**config.mk**
```make
export PLATFORM = sky130hd
export DESIGN_NAME = spi_slave_rx
export DESIGN_NICKNAME = d
export VERILOG_FILES = /design/src/rtl/spi_slave_rx.sv
export SDC_FILE = /design/constraint.sdc
export NUM_CORES = 1
export LEC_CHECK = 0
export CAP_MARGIN = 5
export CORE_AREA = 8 8 94 96
export DETAILED_ROUTE_END_ITERATION = 16
export DIE_AREA = 0 0 102 104
export GPL_ROUTABILITY_DRIVEN = 0
export PLACE_DENSITY_LB_ADDON = 0.15
export SLEW_MARGIN = 30
export SYNTH_ARGS = -nofsm -noshare
export SYNTH_HDL_FRONTEND = slang
export SYNTH_SLANG_ARGS = --single-unit
```
**constraint.sdc**
```tcl
create_clock -name clk -period 3.9 [get_ports clk]
set_input_delay 0.585 -clock clk [delete_from_list [all_inputs] [get_ports clk]]
set_output_delay 0.585 -clock clk [all_outputs]
set_load 0.01 [all_outputs]
```
**src/rtl/spi_slave_rx.sv**
```systemverilog
// SPI responder: oversamples cs/sclk/mosi, deserialises MSB-first frames and shifts a response out on miso.
// Optional SPI_SLAVE_OVERRUN_EN adds rx_ack/overrun flow-control signalling.
module spi_slave_rx #(
    parameter int WIDTH       = 16,
    parameter int SYNC_STAGES = 2
) (
    input  logic             clk,
    input  logic             reset,
    input  logic             cs,
    input  logic             sclk,
    input  logic             mosi,
    input  logic [WIDTH-1:0] tx_data,
`ifdef SPI_SLAVE_OVERRUN_EN
    input  logic             rx_ack,
    output logic             overrun,
`endif
    output logic             miso,
    output logic [WIDTH-1:0] rx_data,
    output logic             rx_valid,
    output logic             busy,
    output logic [4:0]       bit_cnt
);

    typedef enum logic [1:0] {
        IDLE  = 2'd0,
        SHIFT = 2'd1,
        DONE  = 2'd2
    } state_t;

    localparam logic [4:0] LAST_BIT = 5'(WIDTH - 1);

    logic [SYNC_STAGES-1:0] cs_sync_q, sclk_sync_q, mosi_sync_q;
    logic [SYNC_STAGES-1:0] fill_q;
    logic                   cs_prev_q, sclk_prev_q;
    logic                   armed_q;
    logic                   cs_cur, sclk_cur, mosi_cur;
    logic                   cs_fall, cs_rise, sclk_fall;

    state_t                 state_q, state_d;
    logic [WIDTH-1:0]       tx_sr_q, tx_sr_d;
    logic [WIDTH-1:0]       rx_sr_q, rx_sr_d;
    logic [WIDTH-1:0]       rx_data_q, rx_data_d;
    logic                   rx_valid_q, rx_valid_d;
    logic [4:0]             bit_cnt_q, bit_cnt_d;
    logic [WIDTH-1:0]       rx_shift;

    assign cs_cur   = cs_sync_q[SYNC_STAGES-1];
    assign sclk_cur = sclk_sync_q[SYNC_STAGES-1];
    assign mosi_cur = mosi_sync_q[SYNC_STAGES-1];

    // A cs falling edge only counts once cs has been seen high after reset, so a
    // frame already in flight when reset releases is skipped entirely.
    assign cs_fall   = armed_q & cs_prev_q & ~cs_cur;
    assign cs_rise   = ~cs_prev_q & cs_cur;
    assign sclk_fall = sclk_prev_q & ~sclk_cur;
    assign rx_shift  = {rx_sr_q[WIDTH-2:0], mosi_cur};

    always_ff @(posedge clk or negedge reset) begin
        if (!reset) begin
            cs_sync_q   <= '1;
            sclk_sync_q <= '0;
            mosi_sync_q <= '0;
            cs_prev_q   <= 1'b1;
            sclk_prev_q <= 1'b0;
            fill_q      <= '0;
            armed_q     <= 1'b0;
        end else begin
            // NOTE: non-blocking assignments let every flop sample the pre-edge value,
            // which is what makes this a shift chain rather than a single wire.
            cs_sync_q   <= {cs_sync_q[SYNC_STAGES-2:0], cs};
            sclk_sync_q <= {sclk_sync_q[SYNC_STAGES-2:0], sclk};
            mosi_sync_q <= {mosi_sync_q[SYNC_STAGES-2:0], mosi};
            cs_prev_q   <= cs_cur;
            sclk_prev_q <= sclk_cur;
            fill_q      <= {fill_q[SYNC_STAGES-2:0], 1'b1};
            armed_q     <= armed_q | (fill_q[SYNC_STAGES-1] & cs_cur);
        end
    end

    always_ff @(posedge clk or negedge reset) begin
        if (!reset) begin
            state_q    <= IDLE;
            tx_sr_q    <= '0;
            rx_sr_q    <= '0;
            rx_data_q  <= '0;
            rx_valid_q <= 1'b0;
            bit_cnt_q  <= '0;
        end else begin
            state_q    <= state_d;
            tx_sr_q    <= tx_sr_d;
            rx_sr_q    <= rx_sr_d;
            rx_data_q  <= rx_data_d;
            rx_valid_q <= rx_valid_d;
            bit_cnt_q  <= bit_cnt_d;
        end
    end

    always_comb begin
        // NOTE: every signal gets a default before the case so no path leaves it
        // unassigned, which would otherwise infer a latch.
        state_d    = state_q;
        tx_sr_d    = tx_sr_q;
        rx_sr_d    = rx_sr_q;
        rx_data_d  = rx_data_q;
        rx_valid_d = 1'b0;
        bit_cnt_d  = bit_cnt_q;

        case (state_q)
            IDLE: begin
                bit_cnt_d = '0;
                if (cs_fall) begin
                    tx_sr_d = tx_data;
                    rx_sr_d = '0;
                    state_d = SHIFT;
                end
            end
            SHIFT: begin
                // Completion wins over a coincident cs rise; abort wins over a partial sample.
                if (sclk_fall && bit_cnt_q == LAST_BIT) begin
                    rx_sr_d    = rx_shift;
                    tx_sr_d    = {tx_sr_q[WIDTH-2:0], 1'b0};
                    bit_cnt_d  = bit_cnt_q + 5'd1;
                    rx_data_d  = rx_shift;
                    rx_valid_d = 1'b1;
                    state_d    = DONE;
                end else if (cs_rise) begin
                    bit_cnt_d = '0;
                    state_d   = IDLE;
                end else if (sclk_fall) begin
                    rx_sr_d   = rx_shift;
                    tx_sr_d   = {tx_sr_q[WIDTH-2:0], 1'b0};
                    bit_cnt_d = bit_cnt_q + 5'd1;
                end
            end
            DONE: begin
                bit_cnt_d = '0;
                if (!cs_cur) begin
                    tx_sr_d = tx_data;
                    rx_sr_d = '0;
                    state_d = SHIFT;
                end else begin
                    state_d = IDLE;
                end
            end
            default: begin
                bit_cnt_d = '0;
                state_d   = IDLE;
            end
        endcase
    end

    always_comb begin
        busy     = (state_q != IDLE);
        miso     = ~cs_prev_q & tx_sr_q[WIDTH-1];
        rx_data  = rx_data_q;
        rx_valid = rx_valid_q;
        bit_cnt  = bit_cnt_q;
    end

`ifdef SPI_SLAVE_OVERRUN_EN
    logic pending_q, overrun_q;

    // An ack in the same cycle as rx_valid acknowledges the older word only.
    always_ff @(posedge clk or negedge reset) begin
        if (!reset) begin
            pending_q <= 1'b0;
            overrun_q <= 1'b0;
        end else begin
            if (rx_valid_q)
                pending_q <= 1'b1;
            else if (rx_ack)
                pending_q <= 1'b0;

            if (rx_ack)
                overrun_q <= 1'b0;
            else if (rx_valid_q && pending_q)
                overrun_q <= 1'b1;
        end
    end

    assign overrun = overrun_q;
`endif

endmodule

```
==> results of run 1 <==
-- final cells by class --
class / count / share of cell area
repair buffers: 46 / 0.125
well taps: 102 / 0.0355
flip-flops and latches: 66 / 0.460
clock buffers: 12 / 0.0431
multi-input cells: 145 / 0.296
inverters: 19 / 0.0198
clock inverters: 4 / 0.0205
-- logic make-up after synthesis --
| group | after synthesis | share of synthesized area |
|---|---|---|
| AO/OA/AOI/OAI | 13 | 0.0314 |
| other | 1 | 0.00131 |
| adder cells (fa/ha/maj) | 2 | 0.00871 |
| AND/OR/NAND/NOR | 80 | 0.127 |
| XOR/XNOR | 2 | 0.00610 |
| multiplexers | 47 | 0.196 |
| flip-flops | 66 | 0.576 |
| buffers and inverters | 29 | 0.0536 |
-- per-layer routing --
| metal | GRT usage | vias to the layer above | wire [um] | part of all wire |
|---|---|---|---|---|
| met3 | 0.0395 | 9 | 387 | 0.070 |
| li1 | - | 873 | - | - |
| met1 | 0.146 | 874 | 2730 | 0.49 |
| met4 | 0.0525 | 0 | 104 | 0.019 |
| met5 | 0 | - | 0 | 0 |
| met2 | 0.164 | 39 | 2320 | 0.42 |
-- synth_stat cells (2+ instances only) --
cell type,instances,share of area
a22o_1,2,0.0061
inv_1,19,0.025
mux2_4,14,0.073
nand2_1,61,0.080
nand3_1,2,0.0035
ha_1,2,0.0087
buf_2,3,0.0052
buf_8,2,0.010
o31ai_1,2,0.0052
mux2_2,17,0.067
nor2_1,3,0.0039
dfstp_2,3,0.027
buf_6,2,0.0078
dfrtp_1,63,0.55
clkbuf_1,2,0.0026
nor2b_1,4,0.0087
mux2i_1,16,0.056
nand2b_1,3,0.0065
o21ai_0,2,0.0035
a21oi_1,2,0.0035
-- state kept, by name, indices dropped and copies added, names as in the netlist --
signal	flops
armed_q	1
bit_cnt	5
cs_prev_q	1
cs_sync_q	2
fill_q	2
mosi_sync_q	2
rx_data	16
rx_sr_q	15
rx_valid	1
sclk_prev_q	1
sclk_sync_q	2
state_q	2
tx_sr_q	16
-- per-stage QoR --
step                total power, uW  instances
floorplan                      1150        240
global placement               1230        378
detailed placement             1240        378
CTS                            1900        394
global route                   1970        394
finish                         1870        394
-- power by group --
part	switching (uW)	internal (uW)	leakage (uW)
Sequential	56.8	787	0.000855
Combinational	168	212	0.000765
Clock	256	396	0.000117
-- worst paths after layout --
check | to | start | slack [ps] | cells past startpoint
setup / recovery | tx_sr_q[11] | bit_cnt[0] | 1410 | 7
hold / removal | tx_sr_q[8] | reset | 200 | 1
setup reg to reg | tx_sr_q[11] | bit_cnt[0] | 1410 | 7
hold reg to reg | sclk_sync_q[1] | sclk_sync_q[0] | 350 | 0
max in group asynchronous | rx_sr_q[1] | reset | 2740 | 2
min in group clk | sclk_sync_q[1] | sclk_sync_q[0] | 350 | 0
-- critical path: stages (launching register included) --
cell	delay, ps
dfrtp_1	400
ha_1	190
and3_1	170
ha_1	180
nand3b_2	160
nand3_2	120
nand4_4	610
mux2_4	530
==> flow_summary.ini, run 1 <==
[setup_path]
worstPathRequired_ps = 4110
critPathCaptureType = register
path_class = register to register
crit_path_start_kind = register
arrival_ps = 2700
path_max_fanout = 31

[synth]
synth_warnings = 0
synthCells = 240
ys.flop_type = dfrtp_1
yosysSeqAreaShare = 0.576
synth_area_um2 = 2870
ys_types = 36
ys_seq_elements = 66
syn_area_per_cell_um2 = 12.0
synth_nets = 263
synth-async-reset-ratio = 1.00
synth_edf_count = 0

[detailed_routing]
vias = 1795
avgRoutedWirePerCell_um = 14.1
first_iter_violations = 80
dr.pass1.iters = 4
finalWirelength_mm = 5.54
viasPerCell = 4.56
drc = 0
ant_nets = 0

[global_route]
antenna_found_initial = 0
grt_max_degree = 48
grt_pass1_wl_mm = 9.62
grt-ovfl-total = 0
grtUsageTotal = 0.113
first_global_vias = 1967

[sta]
setup_ws_ps = 1410
whs_ps = 198
maxSlewViolCount = 0
slew_headroom = 0.426
setup-tns-final_ps = 0
setup_violations = 0
fin_crit_sh = 0.639
fmax_mhz = 401
fin_crit_ps = 2490
rsz0062_at_grt = false
tightest_slew_ps = 861
final_hold_viol_count = 0
clock_skew_ps = 7.89

[floorplanning]
rows = 32
start_util = 0.386
die_x_um = 102
design.core.area_um2 = 7450
dieArea_um2 = 10600
io_pins = 45
fp.dieH_um = 104

[placed_design]
dp_hpwl_mm = 3.56
place_area_um2 = 3370
pre_cts_ws_ps = 1390
io_buffers = 44

[layout]
antenna_cells = 0
final_util = 0.483
ff_latch_area_um2 = 1660
nFillCells = 720
final_area_um2 = 3600
syn_to_final_growth_pct = 25.3
multi_input_area_um2 = 1070
final_common_cell = dfrtp_1
mostFrequentLayoutCells = 63 x dfrtp_1, 61 x nand2_1, 43 x clkdlybuf4s50_1
drive_gt1_frac = 0.199
final_nets = 310

[clocking]
clock-sinks = 66
clockBufferDepth = 2
cts_setup_buffers = 0
cts-hold-fix-buffers = 0
cts_buffers = 9
htreeDepth = 3
clk_pin_slew_ps = 70
cts_tree = done
cts_resized = 0
clkLatencyLatePin_ps = 330
cts-root-buf = clkbuf_8

[power_and_ir_drop]
power_density_nw_per_um2 = 521
p_leak_uw = 0.00174
vdd_drop_max_uv = 232

[hold_path]
min_path_type = input pin to async pin

[run_status]
status = finished, final reports clean

[job]
drv_cap = 0
Power figures use the tool's default switching activity.
==> inputs of run 2 (changes only) <==
==> constraint.sdc (replaced) <==
create_clock -name clk -period 2.45 [get_ports clk]
set_input_delay 0.3675 -clock clk [delete_from_list [all_inputs] [get_ports clk]]
set_output_delay 0.3675 -clock clk [all_outputs]
set_load 0.01 [all_outputs]
==> flow_summary.ini, run 2 (synthesized netlist as in run 1, its figures left out) <==
[setup_path]
arrival_ps = 2490
crit_path_start_kind = register
critPathCaptureType = register
worstPathRequired_ps = 2690
path_max_fanout = 18
ff2ff_setup_slack_ps = 200
rr_worst_depth = 8
path_class = register to register
r2r_end = rx_sr_q[8]
regToRegStartpoint = bit_cnt[0]

[layout]
final_nets = 315
multi_input_area_um2 = 1070
drive_gt1_frac = 0.209
antenna_cells = 0
mostFrequentLayoutCells = 63 x dfrtp_1, 61 x nand2_1, 43 x clkdlybuf4s50_1
syn_to_final_growth_pct = 26.2
ff_latch_area_um2 = 1660
final_cells = 398
final_util = 0.487
nFillCells = 706
final_common_cell = dfrtp_1

[floorplanning]
io_pins = 45
fp.dieH_um = 104
rows = 32
die_x_um = 102
dieArea_um2 = 10600
design.core.area_um2 = 7450
start_util = 0.386

[clocking]
htreeDepth = 3
clk_pin_slew_ps = 70
cts_resized = 0
cts_tree = done
clock-sinks = 66
clkLatencyLatePin_ps = 320
clockBufferDepth = 2
cts-root-buf = clkbuf_8
cts_setup_buffers = 0
cts_buffers = 9
cts-hold-fix-buffers = 0

[global_route]
grtUsageTotal = 0.111
first_global_vias = 1908
grt_pass1_wl_mm = 9.31
grt-ovfl-total = 0
antenna_found_initial = 0
grt_max_degree = 34

[power_and_ir_drop]
pwr-share-comb = 0.214
pwr-share-seq = 0.466
p_sw_uw = 736
power_density_nw_per_um2 = 795
p_int_uw = 2140
p_clk_frac = 0.319
vdd_drop_max_uv = 337
sw_frac_of_total = 0.255
p_leak_uw = 0.00175

[hold_path]
min_path_type = input pin to async pin

[detailed_routing]
ant_nets = 0
drc = 0
viasPerCell = 4.49
first_iter_violations = 82
vias = 1786
avgRoutedWirePerCell_um = 13.7
finalWirelength_mm = 5.47
dr.pass1.iters = 5

[job]
drv_cap = 0

[placed_design]
dp_hpwl_mm = 3.77
placed_cells = 383
io_buffers = 44

[sta]
whs_ps = 41.5
fmax_mhz = 444
final_hold_viol_count = 0
fin_crit_ps = 2250
slew_headroom = 0.610
setup_violations = 0
setup-tns-final_ps = 0
tightest_slew_ps = 586
maxSlewViolCount = 0
clock_skew_ps = 6.46
rsz0062_at_grt = false
fin_crit_sh = 0.919

[run_status]
status = finished, final reports clean
## run 2: final cells by class
class,count,share of cell area
Sequential cell,66,0.457
Multi-Input combinational cell,145,0.294
Timing Repair Buffer,51,0.138
Clock buffer,13,0.0466
Tap cell,102,0.0352
Inverter,19,0.0197
Clock inverter,2,0.00967
## run 2: worst max-delay path, stage by stage (launching register included)
cell and delay (ps):
dfrtp_1 420, ha_1 230, and3_1 190, ha_1 200, nand3b_2 170, nand3_2 100, nand4_4 320, buf_4 300
mux2i_1 240
## run 2: power by group through the flow
stage | Sequential [uW] | Clock [uW] | Combinational, uW
2_1_floorplan | 1340 | 0 | 498
3_3_place_gp | 1360 | 0 | 618
3_5_place_dp | 1360 | 0 | 621
4_1_cts | 1340 | 954 | 629
5_1_grt | 1360 | 1010 | 681
6_report | 1340 | 920 | 617
## run 2: how the worst max path moves through the flow
stage,end,startpoint,slack [ps],cells after the start
finish,rx_sr_q[8],bit_cnt[0],200,8
detailed placement,rx_sr_q[8],bit_cnt[0],210,8
CTS,rx_sr_q[8],bit_cnt[0],180,8
global placement,rx_sr_q[3],bit_cnt[0],270,8
global route,rx_sr_q[8],bit_cnt[1],40,8
floorplan,tx_sr_q[10],bit_cnt[0],480,8
## run 2: stage by stage
stage | instance area [um^2] | setup WS (ps) | power (uW)
after global placement | 3420 | 273 | 1970
final | 3620 | 198 | 2880
after CTS | 3620 | 178 | 2930
after global routing | 3620 | 39.1 | 3050
after floorplan | 2870 | 481 | 1840
after detailed placement | 3420 | 209 | 1990
## run 2: layer usage
metal	GRT usage	share of wire
met4	0.0556	0.017
met3	0.0355	0.061
met5	0	0
met1	0.150	0.50
met2	0.152	0.42
